--- src/rtl/natalius_pkg.sv ---
// Shared types and defaults for the Natalius SRAM arbiter.
// Covers the access FSM states, the requester identity and the Wishbone decode window.
package natalius_pkg;

  typedef enum logic [1:0] {
    IDLE = 2'd0,
    MEM  = 2'd1,
    CAPT = 2'd2,
    RESP = 2'd3
  } state_t;

  typedef enum logic {
    REQ_CPU = 1'b0,
    REQ_WB  = 1'b1
  } req_t;

  localparam logic [31:0] WB_BASE_DEF = 32'h3000_0000;
  localparam logic [31:0] WB_MASK_DEF = 32'hFFFF_F000;

endpackage

--- src/rtl/natalius_rr_arb2.sv ---
// Two-requester round-robin arbiter (CPU vs Wishbone).
// The pointer remembers the last winner, so under contention the other side wins next.
module natalius_rr_arb2
  import natalius_pkg::*;
(
  input  logic clk,
  input  logic rst,
  input  logic req_cpu,
  input  logic req_wb,
  input  logic take,
  output logic win_wb
);

  req_t last;
  req_t win;

  always_comb begin
    win = REQ_CPU;
    if (req_cpu && req_wb)
      win = (last == REQ_CPU) ? REQ_WB : REQ_CPU;
    else if (req_wb)
      win = REQ_WB;
  end

  assign win_wb = (win == REQ_WB);

  // Reset value of "last = WB" makes the CPU the first winner under contention.
  always_ff @(posedge clk or posedge rst) begin
    if (rst)
      last <= REQ_WB;
    else if (take && (req_cpu || req_wb))
      last <= win;
  end

endmodule

--- src/rtl/natalius_mem_arbiter.sv ---
// Shares the single-port SRAM between the Wishbone slave port and the CPU data port.
// Each access runs IDLE -> MEM -> CAPT -> RESP; all outputs are registered.
module natalius_mem_arbiter
  import natalius_pkg::*;
#(
  parameter int          AW      = 8,
  parameter int          DW      = 16,
  parameter logic [31:0] WB_BASE = WB_BASE_DEF,
  parameter logic [31:0] WB_MASK = WB_MASK_DEF
) (
  input  logic          clk,
  input  logic          rst,
  input  logic          wbs_cyc_i,
  input  logic          wbs_stb_i,
  input  logic          wbs_we_i,
  input  logic [1:0]    wbs_sel_i,
  input  logic [31:0]   wbs_adr_i,
  input  logic [DW-1:0] wbs_dat_i,
  output logic          wbs_ack_o,
  output logic [DW-1:0] wbs_dat_o,
  input  logic          cpu_req,
  input  logic          cpu_we,
  input  logic [AW-1:0] cpu_addr,
  input  logic [DW-1:0] cpu_wdata,
  output logic          cpu_gnt,
  output logic          cpu_rvalid,
  output logic [DW-1:0] cpu_rdata,
  output logic          sram_csb,
  output logic          sram_web,
  output logic [1:0]    sram_wmask,
  output logic [AW-1:0] sram_addr,
  output logic [DW-1:0] sram_din,
  input  logic [DW-1:0] sram_dout
);

  state_t        state;
  req_t          owner;
  logic          acc_we;
  logic          wb_req;
  logic          win_wb;
  logic [AW-1:0] wb_word;

  assign wb_req  = wbs_cyc_i && wbs_stb_i && ((wbs_adr_i & WB_MASK) == WB_BASE);
  assign wb_word = wbs_adr_i[AW+1:2];

  natalius_rr_arb2 u_arb (
    .clk     (clk),
    .rst     (rst),
    .req_cpu (cpu_req),
    .req_wb  (wb_req),
    .take    (state == IDLE),
    .win_wb  (win_wb)
  );

  always_ff @(posedge clk or posedge rst) begin
    if (rst) begin
      state      <= IDLE;
      owner      <= REQ_CPU;
      acc_we     <= 1'b0;
      sram_csb   <= 1'b1;
      sram_web   <= 1'b1;
      sram_wmask <= '0;
      sram_addr  <= '0;
      sram_din   <= '0;
      wbs_ack_o  <= 1'b0;
      wbs_dat_o  <= '0;
      cpu_gnt    <= 1'b0;
      cpu_rvalid <= 1'b0;
      cpu_rdata  <= '0;
    end else begin
      case (state)
        IDLE: begin
          if (wb_req || cpu_req) begin
            sram_csb <= 1'b0;
            state    <= MEM;
            if (win_wb) begin
              owner      <= REQ_WB;
              acc_we     <= wbs_we_i;
              sram_web   <= ~wbs_we_i;
              sram_wmask <= wbs_we_i ? wbs_sel_i : 2'b00;
              sram_addr  <= wb_word;
              sram_din   <= wbs_dat_i;
            end else begin
              owner      <= REQ_CPU;
              acc_we     <= cpu_we;
              sram_web   <= ~cpu_we;
              sram_wmask <= cpu_we ? 2'b11 : 2'b00;
              sram_addr  <= cpu_addr;
              sram_din   <= cpu_wdata;
              cpu_gnt    <= 1'b1;
            end
          end
        end
        MEM: begin
          sram_csb   <= 1'b1;
          sram_web   <= 1'b1;
          sram_wmask <= 2'b00;
          cpu_gnt    <= 1'b0;
          state      <= CAPT;
        end
        CAPT: begin
          // sram_dout is valid now, one cycle after the chip-select cycle.
          if (!acc_we) begin
            if (owner == REQ_WB) wbs_dat_o <= sram_dout;
            else                 cpu_rdata <= sram_dout;
          end
          // An abandoned Wishbone cycle gets no ack.
          wbs_ack_o  <= (owner == REQ_WB) && wbs_cyc_i;
          cpu_rvalid <= (owner == REQ_CPU) && !acc_we;
          state      <= RESP;
        end
        RESP: begin
          wbs_ack_o  <= 1'b0;
          cpu_rvalid <= 1'b0;
          state      <= IDLE;
        end
        default: state <= IDLE;
      endcase
    end
  end

endmodule
--- config.mk ---
export PLATFORM = sky130hd
export DESIGN_NAME = natalius_mem_arbiter
export DESIGN_NICKNAME = d
export VERILOG_FILES = /design/src/rtl/natalius_pkg.sv /design/src/rtl/natalius_rr_arb2.sv /design/src/rtl/natalius_mem_arbiter.sv
export SDC_FILE = /design/constraint.sdc
export NUM_CORES = 1
export LEC_CHECK = 0
export ABC_AREA = 1
export BUFFER_PORTS_ARGS = -buffer_cell sky130_fd_sc_hd__buf_2
export CORE_ASPECT_RATIO = 0.6
export CORE_UTILIZATION = 49
export DETAILED_ROUTE_END_ITERATION = 7
export PLACE_DENSITY_LB_ADDON = 0.15
export SYNTH_ARGS = -nofsm -noshare
export SYNTH_HDL_FRONTEND = slang
export SYNTH_HIERARCHICAL = 1
export SYNTH_SLANG_ARGS = --single-unit
--- constraint.sdc ---
create_clock -name clk -period 3.76 [get_ports clk]
set_clock_uncertainty 0.2 [all_clocks]
set_input_delay 0.376 -clock clk [delete_from_list [all_inputs] [get_ports clk]]
set_output_delay 0.376 -clock clk [all_outputs]
set_load 0.02 [all_outputs]
**Word level (Yosys, flattened, before mapping)**

Cells that the tools add are included.

- Equality and inequality tests: 6
- Muxes and demuxes: 24
- Reductions and logical operators: 16
- Bitwise logic cells: 4

Operators by type and width:

| operator | count |
|---|---|
| == test 20 x 18 -> 1 bit, second input constant | 1 |
| 2-to-1 mux 16 bit | 1 |
| 2-to-1 mux 1 bit | 10 |
| 2-to-1 mux 2 bit | 5 |
| one-hot mux 1 bit (2 select lines) | 5 |
| AND reduction 3 bit | 3 |
| 2-to-1 mux 8 bit | 1 |
| one-hot mux 2 bit (4 select lines) | 1 |
| logical AND 1 bit | 6 |
| == test 2 bit, second input constant | 2 |
| inequality test 2 bit, second input constant | 2 |
| inverter 1 bit | 4 |
| one-hot mux 2 bit (2 select lines) | 1 |
| AND reduction 2 bit | 2 |
| nonzero test 2 bit | 2 |
| == test 2 x 1 -> 1 bit, second input constant | 1 |
| logical NOT 2 bit | 1 |
| logical NOT 1 bit | 1 |
| logical OR 1 bit | 1 |

- Bits of input ports: 97
- Register bits after elaboration: 68

**Depth between registers and ports, before layout**

- Depth in word-level cells: 7
- Mapped depth: 13
- Mapped depth without buffers: 11

**Hierarchy**

The synthesis kept the hierarchy.

By module, submodules not included:

| module | area each (µm²) | cells each | seq. area each (µm²) | instances |
|---|---|---|---|---|
| natalius_mem_arbiter | 3121.7 | 307 | 1679.1 | 1 |
| natalius_rr_arb2 | 57.6 | 8 | 26.3 | 1 |

**Worst setup path after synthesis**

Ideal clock, no wire load.

- Kind: in2reg
- From: input wbs_adr_i[27]
- To: register sram_addr[0]
- Slack: 1.712 ns
- Path buffers: 2
- Data arrival time: 1.726 ns
- Required time: 3.438 ns
- Setup time: 0.122 ns
- Stages: 10
- Cells stage by stage: nor2_1 > nand2_1 > nor2_2 > nand3_4 > inv_1 > a21boi_1 > buf_4 > buf_2 > mux2i_1 > o21ai_2

- Longest elaborated chain between the ends: 5
- Elaborated cells between the ends (all ways): 8
- Classes of those cells: eq/ne (1); mux (3); reduce/logical (4)

RTL lines:

| what | line | RTL |
|---|---|---|
| from (decl) | natalius_mem_arbiter.sv:17 | `input logic [31:0] wbs_adr_i,` |
| == test 20 x 18 -> 1 bit * | natalius_mem_arbiter.sv:43 | `assign wb_req = wbs_cyc_i && wbs_stb_i && ((wbs_adr_i & WB_MASK) == WB_BASE);` |
| logical AND 1 bit * | natalius_mem_arbiter.sv:43 |  |
| net wb_req | natalius_mem_arbiter.sv:39 | `logic wb_req;` |
| 2-to-1 mux 1 bit / logical AND 1 bit (equally long branches) | natalius_rr_arb2.sv:21, natalius_rr_arb2.sv:19 |  |
| 2-to-1 mux 1 bit * | natalius_rr_arb2.sv:19 | `if (req_cpu && req_wb)` |
| net win_wb | natalius_mem_arbiter.sv:40 | `logic win_wb;` |
| 2-to-1 mux 8 bit * | natalius_mem_arbiter.sv:76 | `if (win_wb) begin` |
| to (signal assigned) | natalius_mem_arbiter.sv:81 | `sram_addr <= wb_word;` |
| to (signal assigned) | natalius_mem_arbiter.sv:88 | `sram_addr <= cpu_addr;` |
| to (decl) | natalius_mem_arbiter.sv:31 | `output logic [AW-1:0] sram_addr,` |

Mark *: on every way through the listed nets, which the timed path passes. The rest lies on a longest branch.
A chain may end at the register's enable or synchronous reset.

**Worst setup path in the final report**

- From: register state[0]
- To: register wbs_dat_o[8]

- Longest elaborated chain between the ends: 2

RTL lines:

| what | line | RTL |
|---|---|---|
| from (decl) | natalius_mem_arbiter.sv:36 | `state_t state;` |
| from (signal assigned) | natalius_mem_arbiter.sv:57 | `state <= IDLE;` |
| from (signal assigned) | natalius_mem_arbiter.sv:75 | `state <= MEM;` |
| from (signal assigned) | natalius_mem_arbiter.sv:99 | `state <= CAPT;` |
| == test 2 bit | natalius_mem_arbiter.sv:71 | `case (state)` |
| AND reduction 3 bit (no source line) | n/a |  |
| to (signal assigned) | natalius_mem_arbiter.sv:104 | `if (owner == REQ_WB) wbs_dat_o <= sram_dout;` |
| to (decl) | natalius_mem_arbiter.sv:20 | `output logic [DW-1:0] wbs_dat_o,` |

No other way between the ends.

==> results.py <==
metrics = {
    "worst_setup_path": {
        "max_stage_delay_ns": 0.59,
        "cp.required_ns": 3.73,
        "worst-setup-path-type": "reg2reg",
        "end_kind": "flop",
        "cp_max_fo": 32,
        "r2r_cells": 7,
        "rrSetupSlack_ns": 1.57,
        "path_cells": "inv_1 > ha_1 > inv_2 > nor2_1 > nand2_1 > nand2_1 > o21ai_1",
        "cp_data_arrival_time_ns": 2.17,
        "crit_top_cell": "nand2_1",
        "rr_startpoint": "state[0]",
        "cp-start-kind": "flop",
        "worstReg2RegEnd": "wbs_dat_o[8]",
        "cp_slowest_cell": "nand2_1",
    },
    "cells_and_area": {
        "drive_gt1_share_pct": 50.21,
        "final_area_mm2": 0.004225,
        "areaGrowthSynthToFinish_pct": 32.90,
        "num-nets-final": 572,
        "fill_cells": 536,
        "num_antenna_cells": 0,
        "layoutNonFillerInstCount": 560,
    },
    "pwr": {
        "leakagePower_uw": 0.002185,
        "intPower_uw": 1829,
        "ir_drop_v": 0.0003431,
        "power_frac_comb_pct": 40.8,
        "p_sw_uw": 1203,
        "p_sw_share_pct": 39.68,
        "powerDensity_mw_per_mm2": 717.7,
        "clockPowerShare_pct": 21.4,
        "pwr-share-seq_pct": 37.8,
    },
    "placed_design": {
        "gp_congestion": 0.7300,
        "numPortBuffers": 155,
        "dp_hpwl_um": 5041,
        "dp.cells": 543,
        "pre_cts_ws_ns": 1.367,
        "placed_cell_area_mm2": 0.003998,
    },
    "timing": {
        "tightestPinTransition_ns": 1.045,
        "fmax_mhz": 456.1,
        "setup_viol": 0,
        "worst_slack_ns": 1.568,
        "finalMaxSlewViolations": 0,
        "rsz0062_at_grt": "no",
        "min_period_ns": 2.192,
        "hold_violations": 0,
        "relSlewSlack_pct": 30.20,
        "tns_ns": 0,
        "final.period_utilization_pct": 58.31,
    },
    "die": {
        "boundaryPins": 160,
        "rows": 22,
        "dieHeight_um": 64.40,
        "initial_core_util_pct": 51.33,
        "dieArea_mm2": 0.006825,
        "core_area_mm2": 0.006193,
        "fp.dieW_um": 106.0,
    },
    "logic_synthesis": {
        "syn_avg_cell_area_um2": 10.09,
        "synth.net_count": 416,
        "yosysWarnings": 6,
        "syn_inst": 315,
        "synth_seq_area_share_pct": 53.64,
        "synth-seq-cells": 68,
        "ys_types": 28,
        "syn-cell-area_mm2": 0.003179,
    },
    "global_routing": {
        "grt_pass1_vias": 2553,
        "grt_pass1_wl_um": 11210,
        "grt.total_usage_pct": 21.09,
        "overflow": 0,
        "grt_max_degree": 54,
        "antenna_found_initial": 0,
    },
    "hold_path": {
        "hold_path.class": "in2reg",
        "holdPathStages": 3,
        "min_from": "sram_dout[15]",
        "min_to": "wbs_dat_o[15]",
    },
    "detailed_routing": {
        "wl_per_cell_um": 11.91,
        "first_iter_violations": 104,
        "drc": 0,
        "finalWirelength_um": 6668,
        "drtPass1Iterations": 4,
        "vias": 2625,
        "ant_nets": 0,
        "vias_per_cell": 4.688,
    },
    "clock_tree": {
        "cts.path.max_buffers": 2,
        "cts_tree": "built",
        "cts_htree_levels": 3,
        "clock-sinks": 68,
        "cts_resized": 0,
        "clk_latency_ns": 0.33,
        "cts_buffers": 9,
        "clk_root_buffer_cell": "clkbuf_8",
        "clk_pin_slew_worst_paths_ns": 0.07,
    },
    "outcome": {
        "status": "completed",
    },
    "job": {
        "drv_cap": 0,
    },
}
## power groups by stage
stage	clock network, uW	logic, uW	registers (uW)
global route	704	1370	1180
global placement	0	1220	1150
CTS	666	1260	1150
floorplan	0	593	1440
detailed placement	0	1260	1160
finish	649	1240	1150
## placed cells by master (no fill, tap or decap), types with 3 or more instances in the layout
cell type | synthesis | routed
nand2_1 | 58 | 58
o21ai_0 | 4 | 4
dfrtp_1 | 65 | 65
inv_2 | 2 | 3
nand2_2 | 24 | 24
clkbuf_8 | 0 | 10
nand3_1 | 3 | 3
buf_4 | 1 | 3
o21ai_2 | 27 | 27
nor2_1 | 12 | 12
nor2_2 | 3 | 3
o21ai_1 | 32 | 32
dfstp_2 | 3 | 3
a21oi_1 | 3 | 3
mux2i_1 | 25 | 25
ha_1 | 4 | 4
inv_1 | 26 | 25
buf_2 | 2 | 155
## critical path, delay by kind of cell (launching register included)
| family | cells | cell delay, ns |
|---|---|---|
| AOI/OAI and AO/OA | 1 | 0.10 |
| adders and majority gates | 1 | 0.23 |
| buffers and inverters | 2 | 0.18 |
| DFF | 1 | 0.41 |
| and+or+nand+nor | 3 | 0.92 |
## through the flow
step                      util (%)  hold WS (ns)  power (uW)
after floorplan                  -       0.06570        2034
after global placement       64.55        0.1246        2370
after detailed placement     64.55        0.1271        2413
after CTS                    68.22       0.07926        3072
after global routing         68.22       0.08927        3255
final                        68.22       0.09554        3032
## cells in the mapped netlist, drive strengths merged
cell type | instances | area share [%]
a21boi | 1 | 0.24
a21oi | 3 | 0.47
buf | 9 | 2.4
clkbuf | 5 | 0.59
dfrtp | 65 | 51
dfstp | 3 | 2.5
ha | 4 | 1.6
inv | 28 | 3.3
mux2i | 25 | 7.9
nand2 | 84 | 12
nand3 | 5 | 1.3
nand4 | 2 | 0.39
nor2 | 16 | 2.4
o21ai | 63 | 13
or2 | 2 | 0.39
## registers in the layout (all words and copies together), names as in the netlist, 2 cells and up
name / count
state: 2
wbs_dat_o: 16
sram_wmask: 2
sram_addr: 8
sram_din: 16
cpu_rdata: 16
## logic make-up (layout without fill, tap and decap cells)
| group | Yosys count | count (layout) | share of synthesized area (%) |
|---|---|---|---|
| muxes | 25 | 25 | 7.871 |
| adders and majority gates | 4 | 4 | 1.574 |
| AOI/OAI and AO/OA | 67 | 67 | 13.81 |
| and+or+nand+nor | 109 | 109 | 16.77 |
| buffers and inverters | 42 | 203 | 6.336 |
| DFF | 68 | 68 | 53.64 |
## cell type report
cell class | instances | area, um2 | area share (%)
sequential | 68 | 1705 | 40.36
multi-input combinational | 205 | 1284 | 30.38
timing repair buffer | 159 | 808.3 | 19.13
clock buffer | 12 | 145.1 | 3.435
inverter | 28 | 105.1 | 2.487
tap | 84 | 105.1 | 2.487
clock inverter | 4 | 72.57 | 1.718
## worst max path at each step
stage,cells past startpoint,startpoint,endpoint
detailed placement,10,wbs_adr_i[23],sram_din[3]
global route,7,state[0],wbs_dat_o[13]
global placement,10,wbs_adr_i[27],sram_din[5]
finish,7,state[0],wbs_dat_o[8]
CTS,6,state[0],wbs_dat_o[8]
floorplan,1,rst,acc_we
## metal layers
metal  vias up  wire (um)  share of wire (%)  track usage, %
met5         -          0                  0               0
met4         0         63               0.94           6.597
met3         9        489                7.3           6.939
met2        94       3127                 47           35.70
met1      1186       2987                 45           25.75
li1       1336          -                  -               -
## repair_timing
| item | CTS | global route |
|---|---|---|
| hold endpoints to repair | 11 | 0 |
| buffers inserted | 0 | 0 |
| hold buffers | 1 | 0 |
No activity file was read; power rests on OpenSTA's default activity.
